File: src/rtl/button_event_ctrl.sv
// Per-button press/release/long/repeat event scheduler with round-robin arbitration into an event FIFO.
// Optional feature macro: AUTO_REPEAT_EN enables periodic REPEAT events while a button is held long.
module button_event_ctrl #(
  parameter int NUM_BTN      = 4,
  parameter int TICK_DIV     = 50000,
  parameter int LONG_TICKS   = 1000,
  parameter int REPEAT_TICKS = 200,
  parameter int FIFO_DEPTH   = 4
) (
  input  logic                       clk,
  input  logic                       rst_n,
  input  logic [NUM_BTN-1:0]         btn_in,
  output logic                       evt_valid,
  input  logic                       evt_ready,
  output logic [$clog2(NUM_BTN)-1:0] evt_btn,
  output logic [1:0]                 evt_type,
  output logic                       tick,
  output logic                       overflow,
  input  logic                       clr_overflow
);

  localparam int BW   = $clog2(NUM_BTN);
  localparam int MAXT = (LONG_TICKS > REPEAT_TICKS) ? LONG_TICKS : REPEAT_TICKS;
  localparam int HW   = $clog2(MAXT + 1);
  localparam int TW   = (TICK_DIV > 1) ? $clog2(TICK_DIV) : 1;
  localparam int AW   = $clog2(FIFO_DEPTH);
  localparam int CW   = $clog2(FIFO_DEPTH + 1);

  localparam logic [1:0] EV_PRESS   = 2'b00;
  localparam logic [1:0] EV_RELEASE = 2'b01;
  localparam logic [1:0] EV_LONG    = 2'b10;
  localparam logic [1:0] EV_REPEAT  = 2'b11;

  typedef enum logic [1:0] {S_IDLE, S_PRESSED, S_LONG} state_t;

  logic [TW-1:0]              tick_cnt;
  logic [NUM_BTN-1:0]         btn_q, btn_qq, rise, fall;
  state_t                     state    [NUM_BTN];
  logic [HW-1:0]              hold_cnt [NUM_BTN];
  logic [NUM_BTN-1:0]         raise;
  logic [NUM_BTN-1:0][1:0]    raise_type;
  logic [NUM_BTN-1:0]         pend_valid;
  logic [NUM_BTN-1:0][1:0]    pend_type;
  logic [NUM_BTN-1:0]         gnt, drop;
  logic                       gnt_any;
  logic [BW-1:0]              gnt_idx, rr_ptr, scan_idx;
  logic [BW+1:0]              mem [FIFO_DEPTH];
  logic [AW-1:0]              wr_ptr, rd_ptr;
  logic [CW-1:0]              count;
  logic                       fifo_full, push, pop;

  // Free-running timebase; tick is high while the counter sits at 0 after a wrap.
  always_ff @(posedge clk or negedge rst_n) begin
    if (!rst_n) begin
      tick_cnt <= '0;
      tick     <= 1'b0;
    end else begin
      tick <= (tick_cnt == TW'(TICK_DIV - 1));
      if (tick_cnt == TW'(TICK_DIV - 1)) tick_cnt <= '0;
      else                               tick_cnt <= tick_cnt + 1'b1;
    end
  end

  always_ff @(posedge clk or negedge rst_n) begin
    if (!rst_n) begin
      btn_q  <= '0;
      btn_qq <= '0;
    end else begin
      btn_q  <= btn_in;
      btn_qq <= btn_q;
    end
  end

  assign rise = btn_q & ~btn_qq;
  assign fall = ~btn_q & btn_qq;

  always_comb begin
    raise      = '0;
    raise_type = '0;
    for (int i = 0; i < NUM_BTN; i++) begin
      case (state[i])
        S_IDLE:
          if (rise[i]) begin raise[i] = 1'b1; raise_type[i] = EV_PRESS; end
        S_PRESSED:
          if (fall[i]) begin raise[i] = 1'b1; raise_type[i] = EV_RELEASE; end
          else if (hold_cnt[i] == HW'(LONG_TICKS)) begin raise[i] = 1'b1; raise_type[i] = EV_LONG; end
        S_LONG:
          if (fall[i]) begin raise[i] = 1'b1; raise_type[i] = EV_RELEASE; end
`ifdef AUTO_REPEAT_EN
          else if (hold_cnt[i] == HW'(REPEAT_TICKS)) begin raise[i] = 1'b1; raise_type[i] = EV_REPEAT; end
`endif
        default: ;
      endcase
    end
  end

  always_ff @(posedge clk or negedge rst_n) begin
    if (!rst_n) begin
      for (int i = 0; i < NUM_BTN; i++) begin
        state[i]    <= S_IDLE;
        hold_cnt[i] <= '0;
      end
    end else begin
      for (int i = 0; i < NUM_BTN; i++) begin
        case (state[i])
          S_IDLE:
            if (rise[i]) begin state[i] <= S_PRESSED; hold_cnt[i] <= '0; end
          S_PRESSED:
            if (fall[i]) state[i] <= S_IDLE;
            else if (hold_cnt[i] == HW'(LONG_TICKS)) begin state[i] <= S_LONG; hold_cnt[i] <= '0; end
            else if (tick) hold_cnt[i] <= hold_cnt[i] + 1'b1;
          S_LONG:
            if (fall[i]) state[i] <= S_IDLE;
`ifdef AUTO_REPEAT_EN
            else if (hold_cnt[i] == HW'(REPEAT_TICKS)) hold_cnt[i] <= '0;
            else if (tick) hold_cnt[i] <= hold_cnt[i] + 1'b1;
`endif
          default: state[i] <= S_IDLE;
        endcase
      end
    end
  end

  // Round-robin scan starting at rr_ptr; nothing is granted while the FIFO is full.
  always_comb begin
    gnt_any  = 1'b0;
    gnt_idx  = '0;
    gnt      = '0;
    scan_idx = '0;
    for (int k = 0; k < NUM_BTN; k++) begin
      scan_idx = ((int'(rr_ptr) + k) >= NUM_BTN) ? BW'(int'(rr_ptr) + k - NUM_BTN)
                                                 : BW'(int'(rr_ptr) + k);
      if (!gnt_any && !fifo_full && pend_valid[scan_idx]) begin
        gnt_any = 1'b1;
        gnt_idx = scan_idx;
      end
    end
    if (gnt_any) gnt[gnt_idx] = 1'b1;
  end

  assign drop = raise & pend_valid & ~gnt;

  always_ff @(posedge clk or negedge rst_n) begin
    if (!rst_n) begin
      pend_valid <= '0;
      pend_type  <= '0;
      rr_ptr     <= '0;
      overflow   <= 1'b0;
    end else begin
      for (int i = 0; i < NUM_BTN; i++) begin
        if (gnt[i]) pend_valid[i] <= 1'b0;
        if (raise[i] && !drop[i]) begin
          pend_valid[i] <= 1'b1;
          pend_type[i]  <= raise_type[i];
        end
      end
      if (gnt_any) rr_ptr <= (gnt_idx == BW'(NUM_BTN - 1)) ? '0 : gnt_idx + 1'b1;
      if (|drop)             overflow <= 1'b1;
      else if (clr_overflow) overflow <= 1'b0;
    end
  end

  assign fifo_full = (count == CW'(FIFO_DEPTH));
  assign evt_valid = (count != '0);
  assign push      = gnt_any;
  assign pop       = evt_valid & evt_ready;
  assign {evt_btn, evt_type} = mem[rd_ptr];

  always_ff @(posedge clk or negedge rst_n) begin
    if (!rst_n) begin
      for (int i = 0; i < FIFO_DEPTH; i++) mem[i] <= '0;
      wr_ptr <= '0;
      rd_ptr <= '0;
      count  <= '0;
    end else begin
      if (push) begin
        mem[wr_ptr] <= {gnt_idx, pend_type[gnt_idx]};
        wr_ptr      <= wr_ptr + 1'b1;
      end
      if (pop) rd_ptr <= rd_ptr + 1'b1;
      case ({push, pop})
        2'b10:   count <= count + 1'b1;
        2'b01:   count <= count - 1'b1;
        default: ;
      endcase
    end
  end

endmodule

File: config.mk
export PLATFORM = sky130hd
export DESIGN_NAME = button_event_ctrl
export DESIGN_NICKNAME = d
export VERILOG_FILES = /design/src/rtl/button_event_ctrl.sv
export SDC_FILE = /design/constraint.sdc
export NUM_CORES = 1
export LEC_CHECK = 0
export CAP_MARGIN = 20
export CORE_AREA = 10 10 124 126
export DETAILED_ROUTE_END_ITERATION = 6
export DIE_AREA = 0 0 134 136
export DONT_BUFFER_PORTS = 1
export HOLD_SLACK_MARGIN = 0.08
export SLEW_MARGIN = 20
export SYNTH_ARGS = -nofsm -noshare
export SYNTH_HDL_FRONTEND = slang
export SYNTH_SLANG_ARGS = --single-unit
File: constraint.sdc
create_clock -name clk -period 2.6 [get_ports clk]
set_input_delay 0.52 -clock clk [delete_from_list [all_inputs] [get_ports clk]]
set_output_delay 0.52 -clock clk [all_outputs]
set_load 0.05 [all_outputs]
* After elaboration in Yosys (flattened, before gate mapping)
Cells that the tools add are included.
** Storage, ports and cells
- Output and inout port bits :: 7
- Logic and storage cells :: 271
- Bits of input ports :: 8
- Register bits after elaboration :: 111
** Operators by class
- Multiplexer cells :: 120
- Add/sub/neg operators :: 17
- Magnitude comparators :: 13
- Reductions and logical operators :: 45
- Bitwise gates (word level) :: 10
- Equal/unequal tests :: 37
** Operators with widths (number)
- 10-bit two-way mux :: 16
- 10-bit case mux with 2 select lines :: 4
- 2-bit two-way mux :: 34
- 10-bit by 1-bit adder with 10-bit output, second input constant :: 4
- 10-bit equality test, second input constant :: 4
- 1-bit two-way mux :: 39
- 2-bit != test, second input constant :: 12
- 3-bit != test, second input constant :: 8
- 2-bit case mux with 3 select lines :: 4
- 2-bit nonzero test :: 10
- 16-bit by 1-bit adder with 16-bit output, second input constant :: 1
- 4-bit AND :: 4
- 16-bit bitwise mux :: 1
- 16-bit equality test, second input constant :: 1
- 16-bit two-way mux :: 1
- 4-bit two-way mux :: 4
- 2-bit case mux with 2 select lines :: 4
- 4-bit AND reduction :: 4
- 3-bit >= comparator, second input constant :: 5
- 2-bit by 3-bit less-than comparator with 1-bit output, second input constant :: 5
- 1-bit logical AND :: 13
- 2-bit equality test, second input constant :: 6
- 4-bit inverter :: 3
- 1-bit case mux with 3 select lines :: 4
- 24 further kinds :: 51

* Logic depth before layout (Yosys ltp)
Gate-level depths: netlist (run 1).
- Word-level depth :: 28
- Gate-level depth with buffers :: 10
- Gate-level depth less buffers :: 9

* Least setup slack after synthesis (run 1)
OpenSTA, ideal clock, no wires.
- Path kind :: register -> register
- From :: register count[1]
- To :: register count[1]
- Buffers on the path :: 0
- Data arrival time :: 2.081 ns
- Stages on the path, launching flop included :: 7
- Clock period less this slack :: 2.163 ns
- Slack :: 0.437 ns
- Cell sequence :: dfrtp_1 > or3_1 > and2_1 > ha_1 > inv_1 > fa_1 > o21ai_0
** RTL lines
- start: declaration :: RTL line 49 : logic [CW-1:0] count;
- start signal: assignment :: RTL line 182 : 2'b10: count <= count + 1'b1;
- start signal: assignment :: RTL line 183 : 2'b01: count <= count - 1'b1;
- 3-bit nonzero test (*) :: RTL line 164 : assign evt_valid = (count != '0);
- named net evt_valid :: RTL line 13 : output logic evt_valid,
- 1-bit AND (*) :: RTL line 166 : assign pop = evt_valid & evt_ready;
- named net pop :: RTL line 50 : logic fifo_full, push, pop;
- 2-bit by 1-bit equality test with 1-bit output / 2-bit equality test (equally long branches) :: RTL line 181 : case ({push, pop})
- 3-bit case mux with 2 select lines / 2-bit nonzero test (equally long branches)
The timed path passes the listed nets; every way through them passes the cells marked *.
A chain may end at the register's enable or synchronous reset.

* Worst setup path after layout (run 1)
- From :: register pend_valid[2]
- To :: register pend_type[0] (netlist name)
** On the way
- Longest elaborated chain between the ends :: 25
** Ends and longest elaborated chain
- start: declaration :: RTL line 42 : logic [NUM_BTN-1:0] pend_valid;
- start signal: assignment :: RTL line 145 : pend_valid <= '0;
- start signal: indexed assignment :: RTL line 151 : if (gnt[i]) pend_valid[i] <= 1'b0;
- start signal: indexed assignment :: RTL line 153 : pend_valid[i] <= 1'b1;
- 1-bit binary-select mux with 2-bit select :: RTL line 133 : if (!gnt_any && !fifo_full && pend_valid[scan_idx]) begin
- 1-bit two-way mux (implied by the code) :: RTL line 133
- 1-bit logical AND :: RTL line 133
- 1-bit two-way mux :: RTL line 133
- 1-bit logical NOT :: RTL line 133
- 1-bit logical AND (2 in a row) :: RTL line 133
- 1-bit two-way mux :: RTL line 133
- 1-bit logical NOT :: RTL line 133
- [7 not listed]
- named net gnt_idx[1] :: RTL line 46 : logic [BW-1:0] gnt_idx, rr_ptr, scan_idx;
- [1 not listed]
- 1-bit logical AND (implied by the code) :: RTL line 138 : if (gnt_any) gnt[gnt_idx] = 1'b1;
- 1-bit two-way mux (implied by the code) :: RTL line 138
- 1-bit demux with 2-bit select (*) :: RTL line 138
- 4-bit two-way mux (*) :: RTL line 138
- 4-bit inverter (*) :: RTL line 141 : assign drop = raise & pend_valid & ~gnt;
- 4-bit AND (*) :: RTL line 141
- 1-bit logical NOT (*) :: RTL line 152 : if (raise[i] && !drop[i]) begin
- 1-bit logical AND (*) :: RTL line 152
- end signal: indexed assignment :: RTL line 154 : pend_type[i] <= raise_type[i];
- end: declaration :: RTL line 43 : logic [NUM_BTN-1:0][1:0] pend_type;
The timed path passes the listed nets; every way through them passes the cells marked *. The select of a mux whose other input is x is not followed.

==> results of run 1 <==
## path summary, 6_finish.rpt
check | cells past startpoint | endpoint | start | slack (ns)
min reg2reg | 2 | mem[8]$_DFFE_PN0P_ | mem[8]$_DFFE_PN0P_ | 0.47
min in group clk | 0 | btn_q[0]$_DFF_PN0_ | btn_in[0] | 0.19
max in group asynchronous | 0 | hold_cnt[15]$_DFFE_PN0P_ | rst_n | 2.61
min | 0 | tick_cnt[11]$_DFF_PN0_ | rst_n | -0.14
max | 9 | pend_type[0]$_DFFE_PN0P_ | pend_valid[2]$_DFFE_PN0P_ | 0.23
max reg2reg | 9 | pend_type[0]$_DFFE_PN0P_ | pend_valid[2]$_DFFE_PN0P_ | 0.23
## per-layer routing
layer	track usage (%)	share of wire, %
met5	0	0
met4	4.172	1.2
met1	19.30	49
met3	3.764	4.0
met2	22.69	46
## cell type report
cell class	instances	share of cell area [%]
multi-input combinational	484	48.44
sequential	111	40.11
timing repair buffer	11	1.192
clock inverter	4	0.7407
clock buffer	12	3.848
tap	176	3.180
inverter	46	2.493
## report_power, final
part	switching [mW]	total [mW]	internal [mW]
Combinational	1.71	2.68	0.977
Clock	0.633	1.46	0.829
Sequential	0.383	2.44	2.06
## critical path, stage by stage, from the launching register on
cell      delay (ns)
dfrtp_1         0.46
nor2b_1         0.25
a221oi_2        0.14
nor3_2          0.40
inv_1           0.19
ha_1            0.22
nand2_1         0.08
nand2_1         0.09
nand2_1         0.13
mux2_4          0.30
## cells in the final DEF (no fill, tap or decap), types with 8 or more instances in the layout
master | synthesis | layout
dfrtp_1 | 111 | 111
nand2_1 | 75 | 75
inv_1 | 45 | 45
o21ai_0 | 43 | 43
nor2_1 | 34 | 34
ha_1 | 34 | 34
o31ai_1 | 23 | 23
nand3_1 | 22 | 22
a21oi_1 | 21 | 21
nor2b_1 | 18 | 18
xor2_1 | 14 | 14
nand4_1 | 11 | 11
o211ai_1 | 11 | 11
buf_4 | 0 | 11
nand2b_1 | 10 | 10
or3_1 | 9 | 9
clkbuf_16 | 0 | 9
nand3b_1 | 8 | 8
or4_1 | 8 | 8
## sequential cells by signal, indices dropped and copies added, names as in the netlist
signal	flops
hold_cnt	40
tick	1
pend_type	8
tick_cnt	16
rr_ptr	2
pend_valid	4
count	3
rd_ptr	2
state	8
overflow	1
mem	16
btn_qq	4
btn_q	4
wr_ptr	2
## kinds of logic after synthesis
family                   after synthesis  synth area share [%]
buffers and inverters                 60                 3.599
flip-flops                           111                 43.67
multiplexers                          13                 3.029
XOR/XNOR                              21                 2.891
AO/OA/AOI/OAI                        173                 19.28
AND/OR/NAND/NOR                      242                 20.54
adder cells (fa/ha/maj)               35                 7.002
## through the flow
stage / std cells / setup WS, ns / hold slack, ns / total power [mW]
after floorplan: 655 / 0.4365 / 0.2244 / 4.523
after global placement: 828 / 0.3325 / 0.2279 / 5.092
after detailed placement: 828 / 0.2575 / 0.2286 / 5.146
after CTS: 844 / 0.2173 / -0.1615 / 6.662
after global routing: 844 / 0.03272 / -0.1638 / 7.125
final: 844 / 0.2320 / -0.1401 / 6.591
## what timing repair did
| item | in CTS | in global routing |
|---|---|---|
| buffers inserted | 0 | 0 |
| resized for setup | 0 | 0 |
| hold endpoints to repair | 111 | 111 |
==> impl_metrics.json, run 1 <==
{
  "synth_top_area_share_pct": 43.67,
  "htree_levels": 3,
  "grt_max_degree": 112,
  "cts_buffers": 9,
  "die_h_um": 136,
  "outcome": "finished with violations",
  "synthTopCellsByArea": "dfrtp_1, ha_1, nand2_1, o21ai_0, o31ai_1",
  "ys_types": 80,
  "relSlewSlack_pct": 60.11,
  "finalWirelength_um": 12670,
  "final_antenna_net_count": 0,
  "whs_ns": -0.1401,
  "final_nets": 706,
  "rows": 42,
  "seq_area_frac_synth_pct": 43.67,
  "final-max-slew-violation-count": 0,
  "ys_warn_count": 0,
  "overflow": 0,
  "async_flop_share_pct": 100.0,
  "fp.dieW_um": 134,
  "crit_fanout": 7,
  "cts.sinks": 111,
  "fin_crit_sh_pct": 91.08,
  "syn-num-nets": 698,
  "cts.path.max_buffers": 2,
  "vdd_drop_max_mv": 0.4170,
  "clk_pin_slew_ns": 0.07,
  "vias": 4844,
  "worstMarginPinSlew_ns": 0.5948,
  "syn-cell-area_sq_mm": 0.006361,
  "criticalPathCategory": "register to register",
  "fin_area_sq_mm": 0.006925,
  "syn_inst": 655,
  "io_buffers": 0,
  "ys_top_cells_by_count": "dfrtp_1, nand2_1, inv_1",
  "fin_crit_ns": 2.368,
  "cp.required_ns": 2.84,
  "violations": "negative hold slack",
  "firstDrtPassIters": 5,
  "cp-start-kind": "register",
  "start_util_pct": 49.01,
  "cts_tree": "done",
  "die_area_sq_mm": 0.01822,
  "wl_per_cell_um": 15.02,
  "synth_flop_cell": "dfrtp_1",
  "antenna_found_initial": 0,
  "drc_errors": 0,
  "area.sequential_sq_mm": 0.002778,
  "synth_most_common_cell": "dfrtp_1",
  "grt_pass1_vias": 4616,
  "fillCellCount": 1179,
  "vias_per_cell": 5.739,
  "timing_hold_violations_final": 111,
  "globalRouteTotalUtil_pct": 14.45,
  "tns_ns": 0,
  "dpl_cell_area_sq_mm": 0.006608,
  "top_level_ports": 15,
  "coreArea_sq_mm": 0.01298,
  "worst_hold_path_type": "primary input to async pin",
  "finalClockSkew_ns": 0.005776,
  "synth-edff-count": 0,
  "fin_util_pct": 53.35,
  "initialDrtViolationCount": 262,
  "ys_ff_latch": 111,
  "dp_hpwl_um": 8931,
  "clkLatencyLatePin_ns": 0.35,
  "power_density_mw_per_mm2": 951.7,
  "rsz0062_at_grt": "false",
  "setup_violations": 0,
  "grt_pass1_wl_um": 22040,
  "multi_input_area_sq_mm": 0.003354,
  "max_freq_ghz": 0.4223,
  "n_antenna_cell": 0,
  "area_delta_synth_final_pct": 8.871,
  "drive_above_1_share_pct": 8.683,
  "yosys.area.top_type": "dfrtp_1",
  "synth_area_per_cell_sq_um": 9.712,
  "crit_path_end_kind": "register",
  "clock-root-buffer": "clkbuf_16",
  "cp.arrival_ns": 2.61,
  "leakagePower_nw": 3.013,
  "gp_congestion": 0.8358,
  "drv_cap": 0
}
(Power assumes the default switching activity.)
==> run 2: changes to the inputs <==
CORE_AREA = 10 10 130 132   (was 10 10 124 126)
DIE_AREA = 0 0 140 142   (was 0 0 134 136)
SLEW_MARGIN = default   (was 20)
clock period = 2.9 ns   (was 2.6 ns; I/O delays follow)
==> run 2 against run 1 <==
  * The flow still finishes with violations (negative hold slack)
  * Sequential power shrank 9.8%
  * Count of clock-buffer cells in the layout down 2
  * Register-to-register slack improved by 0.24 ns
  * Clock power shrank 21%
  * Core utilization fell by 5.6 points
  * Global-route usage fell by 1.5 points
  * Critical path depth fell by 2
  * Non-clock buffer count is 8 lower
  * Hold slack improved by 0.058 ns
  * Via count decreased by 0.54%
  * Critical endpoint is now hold_cnt[27]$_DFFE_PN0P_
==> impl_metrics.json, run 2 (synthesis results as in run 1) <==
{
  "outcome": "finished with violations",
  "violations": "negative hold slack",
  "clkLatencyLatePin_ns": 0.35,
  "worst_hold_path_type": "primary input to async pin",
  "criticalPathCategory": "register to register",
  "grt_max_degree": 112,
  "htree_levels": 3,
  "worst_slack_ns": 0.4726,
  "whs_ns": -0.08222,
  "power_density_mw_per_mm2": 836.9,
  "die_h_um": 142,
  "final_antenna_net_count": 0,
  "regMostFlops": "hold_cnt",
  "globalRouteTotalUtil_pct": 12.96,
  "rsz0062_at_grt": "false",
  "vias": 4818,
  "dpl_worst_slack_ns": 0.5167,
  "fin_crit_ns": 2.427,
  "grt_pass1_vias": 4678,
  "timing_hold_violations_final": 111,
  "die_area_sq_mm": 0.01988,
  "cts_tree": "done",
  "drv_cap": 0,
  "largest_reg_flops": 40,
  "post_cts_buffers": 0,
  "drive_above_1_share_pct": 7.424,
  "tns_ns": 0,
  "crit_fanout": 14,
  "r2r_slack_ns": 0.47,
  "vias_per_cell": 5.702,
  "final-max-slew-violation-count": 0,
  "cp.arrival_ns": 2.70,
  "ff2ff_path_depth": 7,
  "relSlewSlack_pct": 52.74,
  "total_power_mw": 5.720,
  "leakagePower_nw": 2.942,
  "initialDrtViolationCount": 392,
  "firstDrtPassIters": 4,
  "cts.path.max_buffers": 2,
  "dp_hpwl_um": 9116,
  "r2r-start": "state[5]$_DFFE_PN0P_",
  "crit_path_end_kind": "register",
  "top_level_ports": 15,
  "fin_area_sq_mm": 0.006835,
  "finalWirelength_um": 12680,
  "clk_pin_slew_ns": 0.07,
  "vdd_drop_max_mv": 0.4289,
  "dpl_cell_area_sq_mm": 0.006558,
  "drc_errors": 0,
  "final_common_cell": "dfrtp_1",
  "fin_crit_sh_pct": 83.70,
  "max_freq_ghz": 0.4120,
  "reg_top3": "hold_cnt (40), mem (16), tick_cnt (16)",
  "setup_violations": 0,
  "cp-start-kind": "register",
  "clock-root-buffer": "clkbuf_16",
  "cp.required_ns": 3.17,
  "final_cell_mix": "dfrtp_1, nand2_1, inv_1, o21ai_0",
  "cp-startpoint": "state[5]$_DFFE_PN0P_",
  "wl_per_cell_um": 15.00,
  "fp.dieW_um": 140,
  "io_buffers": 0,
  "grt_pass1_wl_um": 22050,
  "area_delta_synth_final_pct": 7.455,
  "ctsResizeCount": 0,
  "start_util_pct": 44.44,
  "gp_congestion": 0.8101,
  "worstMarginPinSlew_ns": 0.7090,
  "coreArea_sq_mm": 0.01431,
  "overflow": 0,
  "finalClockSkew_ns": 0.006035,
  "rows": 44,
  "antenna_found_initial": 1,
  "final_nets": 698,
  "rr_endpoint": "hold_cnt[27]$_DFFE_PN0P_",
  "cts.sinks": 111,
  "cts_buffers": 9
}
==> run 2: layer usage <==
| metal | up-vias | wire length, um | global-route usage, % |
|---|---|---|---|
| li1 | 2393 | - | - |
| met1 | 2349 | 6313 | 17.06 |
| met2 | 56 | 5791 | 20.47 |
| met3 | 20 | 358 | 2.570 |
| met4 | 0 | 214 | 5.326 |
| met5 | - | 0 | 0 |
==> run 2: critical path, cell delays in order, from the launching register on <==
cell     delay [ns]
dfrtp_1        0.42
inv_1          0.11
ha_1           0.29
inv_1          0.12
o31ai_2        0.47
o21ai_2        0.26
or4_1          0.52
a21oi_1        0.16
==> run 2: layout make-up <==
class | count | area (sq um)
fillers | 1328 | 7478
multi-input cells | 484 | 3354
flip-flops and latches | 111 | 2778
well taps | 184 | 230.2
clock buffers | 10 | 229.0
inverters | 46 | 172.7
clock inverters | 6 | 46.29
repair buffers | 3 | 22.52
diodes | 1 | 2.502
==> run 2: how the worst max path moves through the flow <==
stage / endpoint / slack (ns) / depth (start not counted)
6_report: hold_cnt[27]$_DFFE_PN0P_ / 0.47 / 7
5_1_grt: overflow$_DFFE_PN0P_ / 0.22 / 9
4_1_cts: hold_cnt[27]$_DFFE_PN0P_ / 0.48 / 7
3_5_place_dp: hold_cnt[27]$_DFFE_PN0P_ / 0.52 / 7
3_3_place_gp: overflow$_DFFE_PN0P_ / 0.60 / 9
2_1_floorplan: count[1]$_DFFE_PN0P_ / 0.74 / 6
==> run 2: report_power, final <==
group	internal, mW	switching (mW)
sequential	1.85	0.352
combinational	0.831	1.53
clock	0.588	0.575
==> run 2: per-stage QoR <==
stage                     utilization (%)  cells
after floorplan                         -    655
after CTS                           47.74    844
after global routing                47.74    844
after detailed placement            45.81    828
after global placement              45.81    828
final                               47.75    845
